`config.mk`:
```
export PLATFORM = sky130hd
export DESIGN_NAME = button_pulse_conditioner
export DESIGN_NICKNAME = d
export VERILOG_FILES = /design/src/rtl/button_pulse_conditioner.sv
export SDC_FILE = /design/constraint.sdc
export NUM_CORES = 1
export LEC_CHECK = 0
export ABC_AREA = 1
export CORE_MARGIN = 5
export CORE_UTILIZATION = 41
export DETAILED_ROUTE_END_ITERATION = 10
export PLACE_DENSITY = 0.66
export SYNTH_ARGS = -nofsm -noshare
export SYNTH_HDL_FRONTEND = slang
export SYNTH_SLANG_ARGS = --single-unit
```
`constraint.sdc`:
```
create_clock -name clk -period 1.5 [get_ports clk]
set_input_delay 0.375 -clock clk [delete_from_list [all_inputs] [get_ports clk]]
set_output_delay 0.375 -clock clk [all_outputs]
set_load 0.02 [all_outputs]
```
`src/rtl/button_pulse_conditioner.sv`:
```
// Conditions two bouncing pushbuttons into single-cycle "zero"/"one" pulses
// for a combination lock; simultaneous accepted presses are reported as conflict.
module button_pulse_conditioner #(
  parameter int unsigned DEBOUNCE_CYCLES = 4
) (
  input  logic clk,
  input  logic rst,
  input  logic btn_zero_raw,
  input  logic btn_one_raw,
  output logic zero,
  output logic one,
  output logic conflict,
  output logic busy
);

  typedef enum logic {
    RELEASED = 1'b0,
    HELD     = 1'b1
  } state_t;

  localparam logic [7:0] LIMIT = 8'(DEBOUNCE_CYCLES);

  // Channel 0 is the "0" button, channel 1 the "1" button.
  logic [1:0] raw;
  logic [1:0] sync1;
  logic [1:0] sync2;
  logic [1:0] press;
  logic [7:0] cnt [2];
  state_t     state [2];

  assign raw = {btn_one_raw, btn_zero_raw};

  always_ff @(posedge clk or posedge rst) begin
    if (rst) begin
      sync1 <= '0;
      sync2 <= '0;
    end else begin
      sync1 <= raw;
      sync2 <= sync1;
    end
  end

  // Level change is accepted on the edge where the counter would reach LIMIT;
  // only RELEASED->HELD raises a press event.
  always_ff @(posedge clk or posedge rst) begin
    if (rst) begin
      press <= '0;
      for (int unsigned i = 0; i < 2; i++) begin
        cnt[i]   <= '0;
        state[i] <= RELEASED;
      end
    end else begin
      press <= '0;
      for (int unsigned i = 0; i < 2; i++) begin
        if (sync2[i] == logic'(state[i])) begin
          cnt[i] <= '0;
        end else if (cnt[i] + 8'd1 == LIMIT) begin
          cnt[i] <= '0;
          if (state[i] == RELEASED) begin
            state[i] <= HELD;
            press[i] <= 1'b1;
          end else begin
            state[i] <= RELEASED;
          end
        end else begin
          cnt[i] <= cnt[i] + 8'd1;
        end
      end
    end
  end

  always_ff @(posedge clk or posedge rst) begin
    if (rst) begin
      zero     <= 1'b0;
      one      <= 1'b0;
      conflict <= 1'b0;
    end else begin
      zero     <= press[0] & ~press[1];
      one      <= press[1] & ~press[0];
      conflict <= press[0] & press[1];
    end
  end

  assign busy = (state[0] == HELD) | (state[1] == HELD);

endmodule

```
== After elaboration in Yosys (flattened, before gate mapping) ==
Index checks and enable logic that the tools add are counted.
Storage, ports and cells
  register bits after elaboration: 27
  input port bits: 4
  output and inout port bits: 4
  logic and storage cells: 36
Operators by class
  add/subtract/negate cells: 2
  eq/ne operators: 4
  multiplexer cells: 10
  bitwise gates (word level): 8
  reduce and logical (&&, ||, !) cells: 2
Operators with widths (count)
  $mux 8: 4
  $add 8x1->8 const B: 2
  $eq 8x3->1 const B: 2
  $mux 1: 6
  $not 1->1: 4
  $reduce_and 2->1: 2
  $and 1x1->1: 3
  $eq 1x1->1: 2
  $or 1x1->1: 1

== Logic depth before layout (Yosys ltp) ==
Gate-level depths: netlist (run 1).
  depth after elaboration: 4
  depth in mapped cells: 10
  mapped depth without buffers: 10

== Least setup slack after synthesis (run 1) ==
OpenSTA, ideal clock, no wires.
  path type: register -> register
  from: register cnt[0] (netlist bit)
  to: register state[0] (netlist bit)
  setup time: 0.118 ns
  arrival time: 1.257 ns
  data required time: 1.382 ns
  slack: 0.125 ns
  cell stages (with the launch flop): 10
  buffers on the path: 0
  period minus slack after synthesis: 1.375 ns
  path through: dfrtp_1 ha_1 nand2_1 inv_1 nor2_1 nand3_1 nor2_1 nand3_1 nand2_1 nand2_1
Between the ends
  cells in the longest elaborated chain, start to end: 3
RTL lines
  start, declared: line 28  | logic [7:0] cnt [2];
  start signal, assigned by index: line 66  | cnt[i] <= cnt[i] + 8'd1;
  $add 8x1->8: line 57  | end else if (cnt[i] + 8'd1 == LIMIT) begin
  $eq 8x3->1: line 57
  $reduce_and 2->1 (no source line)
  end signal, assigned by index: line 50  | state[i] <= RELEASED;
  end signal, assigned by index: line 60  | state[i] <= HELD;
  end signal, assigned by index: line 63  | state[i] <= RELEASED;
  end, declared: line 29  | state_t state [2];
No other way between the ends.
A chain may end at the register's enable or synchronous reset.

== Worst setup path in the final report (run 1) ==
  from: register state[1] (netlist bit)
  to: output busy
Between the ends
  cells in the longest elaborated chain, start to end: 1
RTL lines
  $or 1x1->1: line 84  | assign busy = (state[0] == HELD) | (state[1] == HELD);
  end, declared: line 13  | output logic busy
No other way between the ends.

==> results of run 1 <==
==> layout by cell type, fill, tap and decap left out, types with 2 or more instances in the layout <==
cell,instances
nor2_4,2
nand2_1,28
clkinv_1,2
buf_4,11
nand4_1,5
nor2_1,17
ha_1,2
a21oi_1,7
o21ai_2,2
ha_4,2
clkbuf_4,3
nand2_2,6
inv_2,3
clkdlybuf4s50_1,3
inv_1,24
dlygate4sd2_1,3
nand3_2,5
nor2_2,4
dfrtp_1,26
buf_6,2
nand3_1,11
==> layout make-up <==
cell class              count  area share
repair buffers             19      0.0996
inverters                  29      0.0672
well taps                  44      0.0340
clock inverters             1     0.00463
clock buffers               3      0.0139
flip-flops and latches     27       0.418
multi-input cells          99       0.363
==> power by group <==
group	internal [uW]	switching (uW)
Clock	102	213
Combinational	298	309
Sequential	812	90.8
Total	1210	613
==> per-layer routing <==
layer  vias up  share of wire  GRT usage
met3         4          0.031     0.0374
met5         -              0          0
met1       479           0.40      0.135
li1        528              -          -
met2        11           0.56      0.227
met4         0         0.0098     0.0305
==> final timing paths <==
path	slack, ns	cells after the start	end
worst max-delay path	0.04	2	busy
worst min-delay path	0.35	0	sync2[1]
worst max register to register	0.07	9	state[0]
worst min register to register	0.35	0	sync2[1]
max in group asynchronous	0.85	3	cnt[3]
min in group asynchronous	0.38	3	state[0]
==> synth_stat cells, drive strengths merged <==
library cell and count:
nand2 34, dfrtp 27, inv 27, nor2 23, nand3 17, a21oi 7, nand4 5, ha 4
clkinv 2, o21ai 2, or2 2, nand3b 1, nor3 1, o21bai 1, xnor2 1, xor2 1
==> registers in the layout, summed over array words and instances, names as in the netlist <==
| name | cells |
|---|---|
| cnt | 16 |
| state | 2 |
| zero | 1 |
| one | 1 |
| conflict | 1 |
| press | 2 |
| sync2 | 2 |
| sync1 | 2 |
==> cell families (layout without fill, tap and decap cells) <==
kind of cell	after synthesis	in the layout	synth area share
AOI/OAI and AO/OA	10	10	0.0408
xor gates and xnor gates	2	2	0.0136
adders and majority gates	4	4	0.0389
buffers and inverters	29	52	0.0845
DFF	27	27	0.525
and+or+nand+nor	83	83	0.297
==> per-stage QoR <==
step / util / hold WS (ns) / std cells / TNS [ns]
after floorplan: - / 0.331 / 155 / 0
final: 0.535 / 0.355 / 222 / 0
after global placement: 0.489 / 0.332 / 215 / -0.0501
after CTS: 0.497 / 0.362 / 219 / -0.0691
after detailed placement: 0.489 / 0.337 / 215 / -0.0628
after global routing: 0.535 / 0.365 / 222 / -0.0993
==> timing repair <==
item / in CTS / in global routing
setup buffers: 0 / 3
pin swaps: 0 / 8
setup endpoints to repair: 7 / 9
gates resized for setup: 8 / 25
hold endpoints to repair: 0 / 0
==> run_results.csv, run 1 <==
group,metric,value,unit
run_status,status,"completed",
sta,post-route-min-period,1.46,ns
sta,finalCritPeriodShare,0.973,
worst_hold_path,hp-class,"flop to flop",
sta,rsz0062_at_grt,"yes",
grt,grtUsageTotal,0.122,
pwr,peakVddDrop,632,uV
setup_path,critical_path.max_fanout,2,
worst_hold_path,hp-start,"sync1[1]",
layout,fillers,281,
synthesis,syn_inst,155,
floorplan,initial_utilization,0.425,
setup_path,endpoint_kind,"output port",
placed_design,gp_congestion,0.810,
setup_path,r2r_start,"cnt[0]",
sta,setup-violations-final,0,
floorplan,core_area,3030,um2
grt,grt_pass1_vias,1058,
clock_tree,cts_max_level,1,
route,drc,0,
job,cap_violations,0,
floorplan,rows,20,
placed_design,pre_cts_ws,-0.0628,ns
pwr,power.total,1830,uW
grt,grt_start_max_net_pins,28,
setup_path,crit_arrival,1.08,ns
clock_tree,clkTransAtPathRegs,0.15,ns
sta,slew_headroom,0.779,
floorplan,num_io_pins,8,
route,drt_iter0_drc,45,
route,post_drt_via_cell_ratio,4.60,
clock_tree,root_buffer,"clkbuf_4",
placed_design,dp.final_hpwl,1710,um
synthesis,synth-seq-area-share,0.525,
placed_design,dpl_cell_area,1480,um2
layout,syn_to_final_growth,25.9,%
clock_tree,worstSkewPairLatency,0.32,ns
grt,overflow,0,
layout,seq_area,677,um2
synthesis,synthTopCellsByArea,"dfrtp_1 52%, nand2_1 9.3%, inv_1 7.6%, nor2_1 5.8%, nand3_1 5.4%",
layout,nets,187,
synthesis,syn_nets,163,
setup_path,critPathRequiredTime,1.12,ns
floorplan,fp.dieArea,4360,um2
sta,hold_viol_final,0,
sta,tightest_slew,0.332,ns
setup_path,start_kind,"flop",
synthesis,ys_warn_count,0,
sta,maxSlewViolCount,0,
grt,antenna_found_initial,0,
setup_path,crit_family,"flip-flops",
clock_tree,cts-buffers-inserted,3,
route,vias,1022,
setup_path,path_cells,"or2_4 > buf_6",
pwr,power_density,1130,nW/um2
clock_tree,holdBufCountCts,0,
synthesis,syn_area,1290,um2
layout,insertedDiodeCount,0,
synthesis,synthDistinctLibCells,21,
sta,clock_skew,0.0127,ns
pwr,p_leak,0.000802,uW
setup_path,cp.buffers_inverters,1,
layout,multiInputGateArea,588,um2
placed_design,port_buffers,7,
sta,layout_setup_ws,0.0404,ns
synthesis,synth_top_cell_by_area,"dfrtp_1",
synthesis,ys_ff_latch,27,
synthesis,syn_area_per_cell,8.31,um2
layout,fin_area,1620,um2
clock_tree,clk_path_buf_depth,2,
grt,grt_pass1_wl,4170,um
layout,drive_gt1_frac,0.247,
floorplan,fp.dieW,66.0,um
clock_tree,cts.sinks,27,
setup_path,crit_slowest_cell,"dfrtp_1",
route,routedWlPerCell,10.6,um
setup_path,slowest_delay,0.40,ns
setup_path,critPathLaunch,"state[1]",
sta,max_freq,685,MHz
route,wl,2350,um
setup_path,worstSetupPathType,"flop to output port",
route,first_pass_iters,4,
clock_tree,cts_tree,"done",
floorplan,die_h,66.0,um
route,final_antenna_net_count,0,
synthesis,synth.top_cell.area_share,0.525,
Note: power is estimated with default switching activity, not from simulation.
==> run 2: changes to the inputs <==
--- a/config.mk
+++ b/config.mk
@@ -13,3 +13,4 @@
 export SYNTH_ARGS = -nofsm -noshare
 export SYNTH_HDL_FRONTEND = slang
 export SYNTH_SLANG_ARGS = --single-unit
+export TNS_END_PERCENT = 100
==> results of run 2 <==
Final layout, timing and power as in run 1 (identical DEF).
